**src/rtl/sram_fifo_ctrl_if.sv**
```systemverilog
`default_nettype none
// ============================================================================
// sram_fifo_ctrl_if : push/pop streams, status and SRAM port of sram_fifo_ctrl
// Revision: 1.0
// ============================================================================
interface sram_fifo_ctrl_if #(
  parameter int ADDR_W = 9,
  parameter int DATA_W = 8
);
  logic              push_valid;
  logic              push_ready;
  logic [DATA_W-1:0] push_data;
  logic              pop_valid;
  logic              pop_ready;
  logic [DATA_W-1:0] pop_data;
  logic [ADDR_W:0]   count;
  logic              full;
  logic              empty;
  logic [ADDR_W-1:0] mem_addr;
  logic [DATA_W-1:0] mem_data_in;
  logic              mem_we;
  logic [DATA_W-1:0] mem_data_out;

  // master: surrounding datapath plus SRAM; slave: the controller
  modport master (
    output push_valid, push_data, pop_ready, mem_data_out,
    input  push_ready, pop_valid, pop_data, count, full, empty,
           mem_addr, mem_data_in, mem_we
  );

  modport slave (
    input  push_valid, push_data, pop_ready, mem_data_out,
    output push_ready, pop_valid, pop_data, count, full, empty,
           mem_addr, mem_data_in, mem_we
  );
endinterface
`default_nettype wire

```
**src/rtl/sram_fifo_ctrl.sv**
```systemverilog
`default_nettype none
// ============================================================================
// sram_fifo_ctrl : FIFO over one single-port SRAM, round-robin push/pop port
// Revision: 1.0
// ============================================================================
module sram_fifo_ctrl #(
  parameter int ADDR_W = 9,
  parameter int DATA_W = 8
) (
  input  wire logic           clk,
  input  wire logic           rst_n,
  sram_fifo_ctrl_if.slave     bus
);

  localparam logic [ADDR_W:0] DEPTH_CNT = {1'b1, {ADDR_W{1'b0}}};

  logic [ADDR_W-1:0] wr_ptr_q, wr_ptr_d;
  logic [ADDR_W-1:0] rd_ptr_q, rd_ptr_d;
  logic [ADDR_W:0]   mem_cnt_q, mem_cnt_d;
  logic              out_valid_q, out_valid_d;
  logic [DATA_W-1:0] out_data_q, out_data_d;
  logic              rr_q, rr_d;

  logic              mem_full;
  logic              rd_req;
  logic              wr_req;
  logic              wr_gnt;
  logic              rd_gnt;
  logic [ADDR_W:0]   count;

  assign mem_full = (mem_cnt_q == DEPTH_CNT);
  assign rd_req   = (mem_cnt_q != '0) && (!out_valid_q || bus.pop_ready);
  assign wr_req   = bus.push_valid && !mem_full;
  // rst_n gates the write so reset cycles never touch the SRAM
  assign wr_gnt   = rst_n && wr_req && (!rd_req || !rr_q);
  assign rd_gnt   = rd_req && (!wr_req || rr_q);

  always_comb begin
    wr_ptr_d    = wr_ptr_q;
    rd_ptr_d    = rd_ptr_q;
    mem_cnt_d   = mem_cnt_q;
    out_valid_d = out_valid_q;
    out_data_d  = out_data_q;
    rr_d        = rr_q;
    if (wr_gnt) begin
      wr_ptr_d  = wr_ptr_q + 1'b1;
      mem_cnt_d = mem_cnt_q + 1'b1;
    end
    if (rd_gnt) begin
      rd_ptr_d    = rd_ptr_q + 1'b1;
      mem_cnt_d   = mem_cnt_q - 1'b1;
      out_valid_d = 1'b1;
      out_data_d  = bus.mem_data_out;
    end else if (out_valid_q && bus.pop_ready) begin
      out_valid_d = 1'b0;
    end
    if (wr_req && rd_req) begin
      rr_d = ~rr_q;
    end
  end

  always_ff @(posedge clk) begin
    if (!rst_n) begin
      wr_ptr_q    <= '0;
      rd_ptr_q    <= '0;
      mem_cnt_q   <= '0;
      out_valid_q <= 1'b0;
      out_data_q  <= '0;
      rr_q        <= 1'b0;
    end else begin
      wr_ptr_q    <= wr_ptr_d;
      rd_ptr_q    <= rd_ptr_d;
      mem_cnt_q   <= mem_cnt_d;
      out_valid_q <= out_valid_d;
      out_data_q  <= out_data_d;
      rr_q        <= rr_d;
    end
  end

  assign count           = mem_cnt_q + {{ADDR_W{1'b0}}, out_valid_q};
  assign bus.count       = count;
  assign bus.full        = mem_full;
  assign bus.empty       = (count == '0);
  assign bus.push_ready  = rst_n && !mem_full && !(rd_req && rr_q);
  assign bus.pop_valid   = out_valid_q;
  assign bus.pop_data    = out_data_q;
  assign bus.mem_we      = wr_gnt;
  assign bus.mem_addr    = wr_gnt ? wr_ptr_q : rd_ptr_q;
  assign bus.mem_data_in = bus.push_data;

endmodule
`default_nettype wire

```
**src/flat_wrapper.sv**
```systemverilog
// flat-port wrapper written by rule: the top's interface ports become plain ports
module sram_fifo_ctrl_flat 
#(
  parameter int ADDR_W = 9,
  parameter int DATA_W = 8
)
  (clk, rst_n, bus_push_valid, bus_push_data, bus_pop_ready, bus_mem_data_out, bus_push_ready, bus_pop_valid, bus_pop_data, bus_count, bus_full, bus_empty, bus_mem_addr, bus_mem_data_in, bus_mem_we);
  sram_fifo_ctrl_if #(.ADDR_W(ADDR_W), .DATA_W(DATA_W)) bus_i ();
  input  wire logic clk;
  input  wire logic rst_n;
  input wire logic [$bits(bus_i.push_valid)-1:0] bus_push_valid;
  input wire logic [$bits(bus_i.push_data)-1:0] bus_push_data;
  input wire logic [$bits(bus_i.pop_ready)-1:0] bus_pop_ready;
  input wire logic [$bits(bus_i.mem_data_out)-1:0] bus_mem_data_out;
  output wire logic [$bits(bus_i.push_ready)-1:0] bus_push_ready;
  output wire logic [$bits(bus_i.pop_valid)-1:0] bus_pop_valid;
  output wire logic [$bits(bus_i.pop_data)-1:0] bus_pop_data;
  output wire logic [$bits(bus_i.count)-1:0] bus_count;
  output wire logic [$bits(bus_i.full)-1:0] bus_full;
  output wire logic [$bits(bus_i.empty)-1:0] bus_empty;
  output wire logic [$bits(bus_i.mem_addr)-1:0] bus_mem_addr;
  output wire logic [$bits(bus_i.mem_data_in)-1:0] bus_mem_data_in;
  output wire logic [$bits(bus_i.mem_we)-1:0] bus_mem_we;
  assign bus_i.push_valid = bus_push_valid;
  assign bus_i.push_data = bus_push_data;
  assign bus_i.pop_ready = bus_pop_ready;
  assign bus_i.mem_data_out = bus_mem_data_out;
  assign bus_push_ready = bus_i.push_ready;
  assign bus_pop_valid = bus_i.pop_valid;
  assign bus_pop_data = bus_i.pop_data;
  assign bus_count = bus_i.count;
  assign bus_full = bus_i.full;
  assign bus_empty = bus_i.empty;
  assign bus_mem_addr = bus_i.mem_addr;
  assign bus_mem_data_in = bus_i.mem_data_in;
  assign bus_mem_we = bus_i.mem_we;
  sram_fifo_ctrl #(.ADDR_W(ADDR_W), .DATA_W(DATA_W)) u_core (.clk(clk), .rst_n(rst_n), .bus(bus_i));
endmodule
```
**config.mk**
```make
export PLATFORM = sky130hd
export DESIGN_NAME = sram_fifo_ctrl_flat
export DESIGN_NICKNAME = d
export VERILOG_FILES = /design/src/rtl/sram_fifo_ctrl_if.sv /design/src/rtl/sram_fifo_ctrl.sv /design/src/flat_wrapper.sv
export SDC_FILE = /design/constraint.sdc
export NUM_CORES = 1
export LEC_CHECK = 0
export ABC_CLOCK_PERIOD_IN_PS = 5100
export CORE_ASPECT_RATIO = 1.1
export CORE_UTILIZATION = 49
export CTS_BUF_LIST = sky130_fd_sc_hd__clkbuf_16
export DETAILED_ROUTE_END_ITERATION = 8
export PLACE_DENSITY = 0.86
export REMOVE_ABC_BUFFERS = 1
export SLEW_MARGIN = 20
export SYNTH_ARGS = -nofsm -noshare
export SYNTH_HDL_FRONTEND = slang
export SYNTH_SLANG_ARGS = --single-unit
export TNS_END_PERCENT = 50
```
**constraint.sdc**
```tcl
create_clock -name clk -period 5.1 [get_ports clk]
set_input_delay 1.53 -clock clk [delete_from_list [all_inputs] [get_ports clk]]
set_output_delay 1.53 -clock clk [all_outputs]
set_load 0.01 [all_outputs]
```
==> results of run 1 <==
-- worst min-delay path, cell delays in order (launching register included) --
cell and delay, ps:
dfxtp_1 300, nand2_1 50, a21oi_1 50
-- worst min path at each step --
stage                                      start                     end  slack, ps  cells past startpoint
final                     u_core.bus.pop_data[5]  u_core.bus.pop_data[5]        450                      2
after floorplan               u_core.wr_ptr_q[8]      u_core.wr_ptr_q[8]        460                      2
after detailed placement  u_core.bus.pop_data[4]  u_core.bus.pop_data[4]        450                      2
after global placement    u_core.bus.pop_data[7]  u_core.bus.pop_data[7]        440                      2
after CTS                 u_core.bus.pop_data[4]  u_core.bus.pop_data[4]        460                      2
after global routing      u_core.bus.pop_data[4]  u_core.bus.pop_data[4]        470                      2
-- stage by stage --
stage           util  total power (W)  instance area (µm²)
6_report       0.667          0.00168                 2920
4_1_cts        0.667          0.00169                 2920
3_3_place_gp   0.623          0.00125                 2730
2_1_floorplan      -          0.00100                 2180
5_1_grt        0.667          0.00180                 2920
3_5_place_dp   0.623          0.00128                 2730
-- report_power, final --
part / total [W] / internal, W / switching (W)
combinational: 0.000837 / 0.000417 / 0.000420
clock: 0.000398 / 0.000278 / 0.000120
sequential: 0.000449 / 0.000359 / 0.0000899
total: 0.00168 / 0.00106 / 0.000629
-- cells in the mapped netlist, drive strengths merged --
library cell,count,share of area
o21a,4,0.013
nor3,6,0.013
or3,2,0.0055
ha,12,0.066
fa,1,0.0088
a211oi,3,0.0099
o22ai,3,0.0082
mux2i,5,0.022
o21bai,1,0.0033
nand3,10,0.030
o211ai,4,0.013
a311o,1,0.0088
nand2b,1,0.0027
nor2b,2,0.0055
inv,8,0.015
a21oi,19,0.042
and4,1,0.0038
and3,4,0.011
clkinv,1,0.0016
buf,12,0.035
mux2,9,0.044
nor4,5,0.026
a211o,1,0.0038
nand2,33,0.054
dfxtp,38,0.33
a311oi,2,0.0077
clkbuf,5,0.0082
o21ai,5,0.011
nand4,6,0.016
xnor2,23,0.088
a21o,1,0.0033
and2,2,0.0055
nor2,29,0.048
xor2,8,0.031
-- layout make-up --
type                    instances  area share
multi-input cells             203       0.473
flip-flops and latches         38       0.261
repair buffers                 50       0.165
clock buffers                   5      0.0429
well taps                      54      0.0231
clock inverters                 3      0.0219
inverters                       9      0.0133
-- sequential cells by signal (all words and copies together), names as in the netlist --
signal and flops:
u_core.rr_q 1, u_core.wr_ptr_q 9, u_core.mem_cnt_q 10, u_core.bus.pop_valid 1, u_core.rd_ptr_q 9, u_core.bus.pop_data 8
-- metal layers --
layer  vias to the layer above  track usage  wire length [µm]
li1                       1003            -                 -
met1                       965        0.276              2350
met2                        55        0.403              2690
met3                         7       0.0745               246
met4                         0       0.0686                51
met5                         -            0                 0
-- layout by cell type (no fill, tap or decap), types with 4 or more instances in the layout --
cell type and count:
o21a_1 4, nand3_1 8, nor2_1 29, inv_1 7, o211ai_1 4, buf_4 7, o21ai_0 5, nand2_1 33
xnor2_1 23, clkdlybuf4s50_1 43, mux2_2 9, ha_1 12, a21oi_1 19, nor3_1 6, nand4_1 6, mux2i_1 5
clkbuf_16 5, and3_1 4, xor2_1 8, dfxtp_1 38
-- cells by family after synthesis --
logic type | Yosys count
adders and majority gates | 13
and+or+nand+nor | 101
buffers and inverters | 26
xor gates and xnor gates | 31
DFF | 38
AOI/OAI and AO/OA | 44
muxes | 14
==> results.yml, run 1 <==
setup_path:
  critPathMaxFanout: 12
  ff2ff_path_depth: 11
  regToRegSetupSlack_ps: 2050
  start_kind: "primary input"
  slowest_stage: "clkdlybuf4s50_1"
  cp.buffers_inverters: 3
  rr_endpoint: "u_core.mem_cnt_q[9]"
  r2r_start: "u_core.mem_cnt_q[5]"
  critPathLaunch: "bus_pop_ready"
  cpLargestDelayFamily: "buffers and inverters"
  end_kind: "output pin"
  worst-setup-path-type: "primary input to output pin"
  max_stage_delay_ps: 480
  path_cells: "clkdlybuf4s50_1 > nand2b_1 > a311o_4 > inv_6 > mux2_2 > clkdlybuf4s50_1"
  cp.required_ps: 3570
  critPathMostFrequentCell: "clkdlybuf4s50_1"
  cp_num_cells: 6
  critPathArrivalTime_ps: 3500
  endpoint: "bus_mem_addr[5]"
logic_synthesis:
  synth_top_family_by_area: "simple AND/OR/NAND/NOR gates"
  synth-compound-area-share: 0.124
  syn_area_um2: 2280
  syn_area_per_cell_um2: 8.53
  yosysWarnings: 0
  syn_inst: 267
  synth_cell_type_count: 40
  synth_seq_cells: 38
  synth-seq-area-share: 0.334
  synth_fa_ha_area_frac: 0.0747
  synth_xor_area_frac: 0.119
  synth.mux.area_fraction: 0.0664
  synth-simple-area-share: 0.221
timing:
  finalHoldViolCount: 0
  whs_ps: 453
  period_needed_ps: 5030
  setup-tns-final_ps: 0
  clock_skew_ps: 7.44
  slew_viol_final: 0
  relSlewSlack: 0.717
  rsz0062_at_grt: "false"
  final-setup-viol-count: 0
  tightest_slew_ps: 424
  fin_crit_sh: 0.986
  fmax_mhz: 199
  worst_slack_ps: 71.5
clocking:
  numCtsBuffers: 5
  path_clk_slew_ps: 60
  cts.sinks: 38
  cts_tree: "yes"
  root_buffer: "clkbuf_16"
  post_cts.repair.setup_buffers: 0
  clk_path_buf_depth: 2
  cts_resized: 0
  h-tree-depth: 2
  clkLatencyLatePin_ps: 280
  hold_buffers: 0
layout:
  drive_gt1_frac: 0.0974
  multi_input_area_um2: 1380
  nFillCells: 356
  nets: 340
  instances_no_fill: 362
  regArea_um2: 761
  area_delta_synth_final_pct: 28.1
  num_antenna_cells: 0
power_and_ir_drop:
  leakage_nw: 1.13
  vdd_drop_max_uv: 286
  power_density_nw_per_um2: 577
route:
  vias_per_cell: 5.61
  first_pass_iters: 4
  route.antenna.remaining_nets: 0
  wl_per_cell_um: 14.8
  drc: 0
  routed_wl_um: 5340
  drtIter0Drc: 100
  num_vias: 2030
floorplan:
  core_area_um2: 4380
  io_pins: 60
  initial_utilization: 0.520
  dieArea_um2: 4930
  die_y_um: 73.5
  rows: 25
  die_w_um: 67.0
global_route:
  grt_max_degree: 35
  grt_pass1_vias: 1986
  grt_overflow_total: 0
  grt_pass1_wl_um: 8920
  antenna_found_initial: 0
  track_usage: 0.235
outcome:
  status: "finished, final reports clean"
placement:
  dp_hpwl_um: 3690
  post-place-ws_ps: 74.1
  portBuffers: 43
  place.gp.congestion: 0.865
  dp.cells: 354
worst_hold_path:
  holdCritPathClass: "flop to flop"
job:
  drv_cap: 0
(Power assumes the default switching activity.)
==> run 2, diff against run 1 <==
- TNS_END_PERCENT: 50 -> default
==> results of run 2 <==
The final DEF is identical to that of run 1; final timing and power are the same.
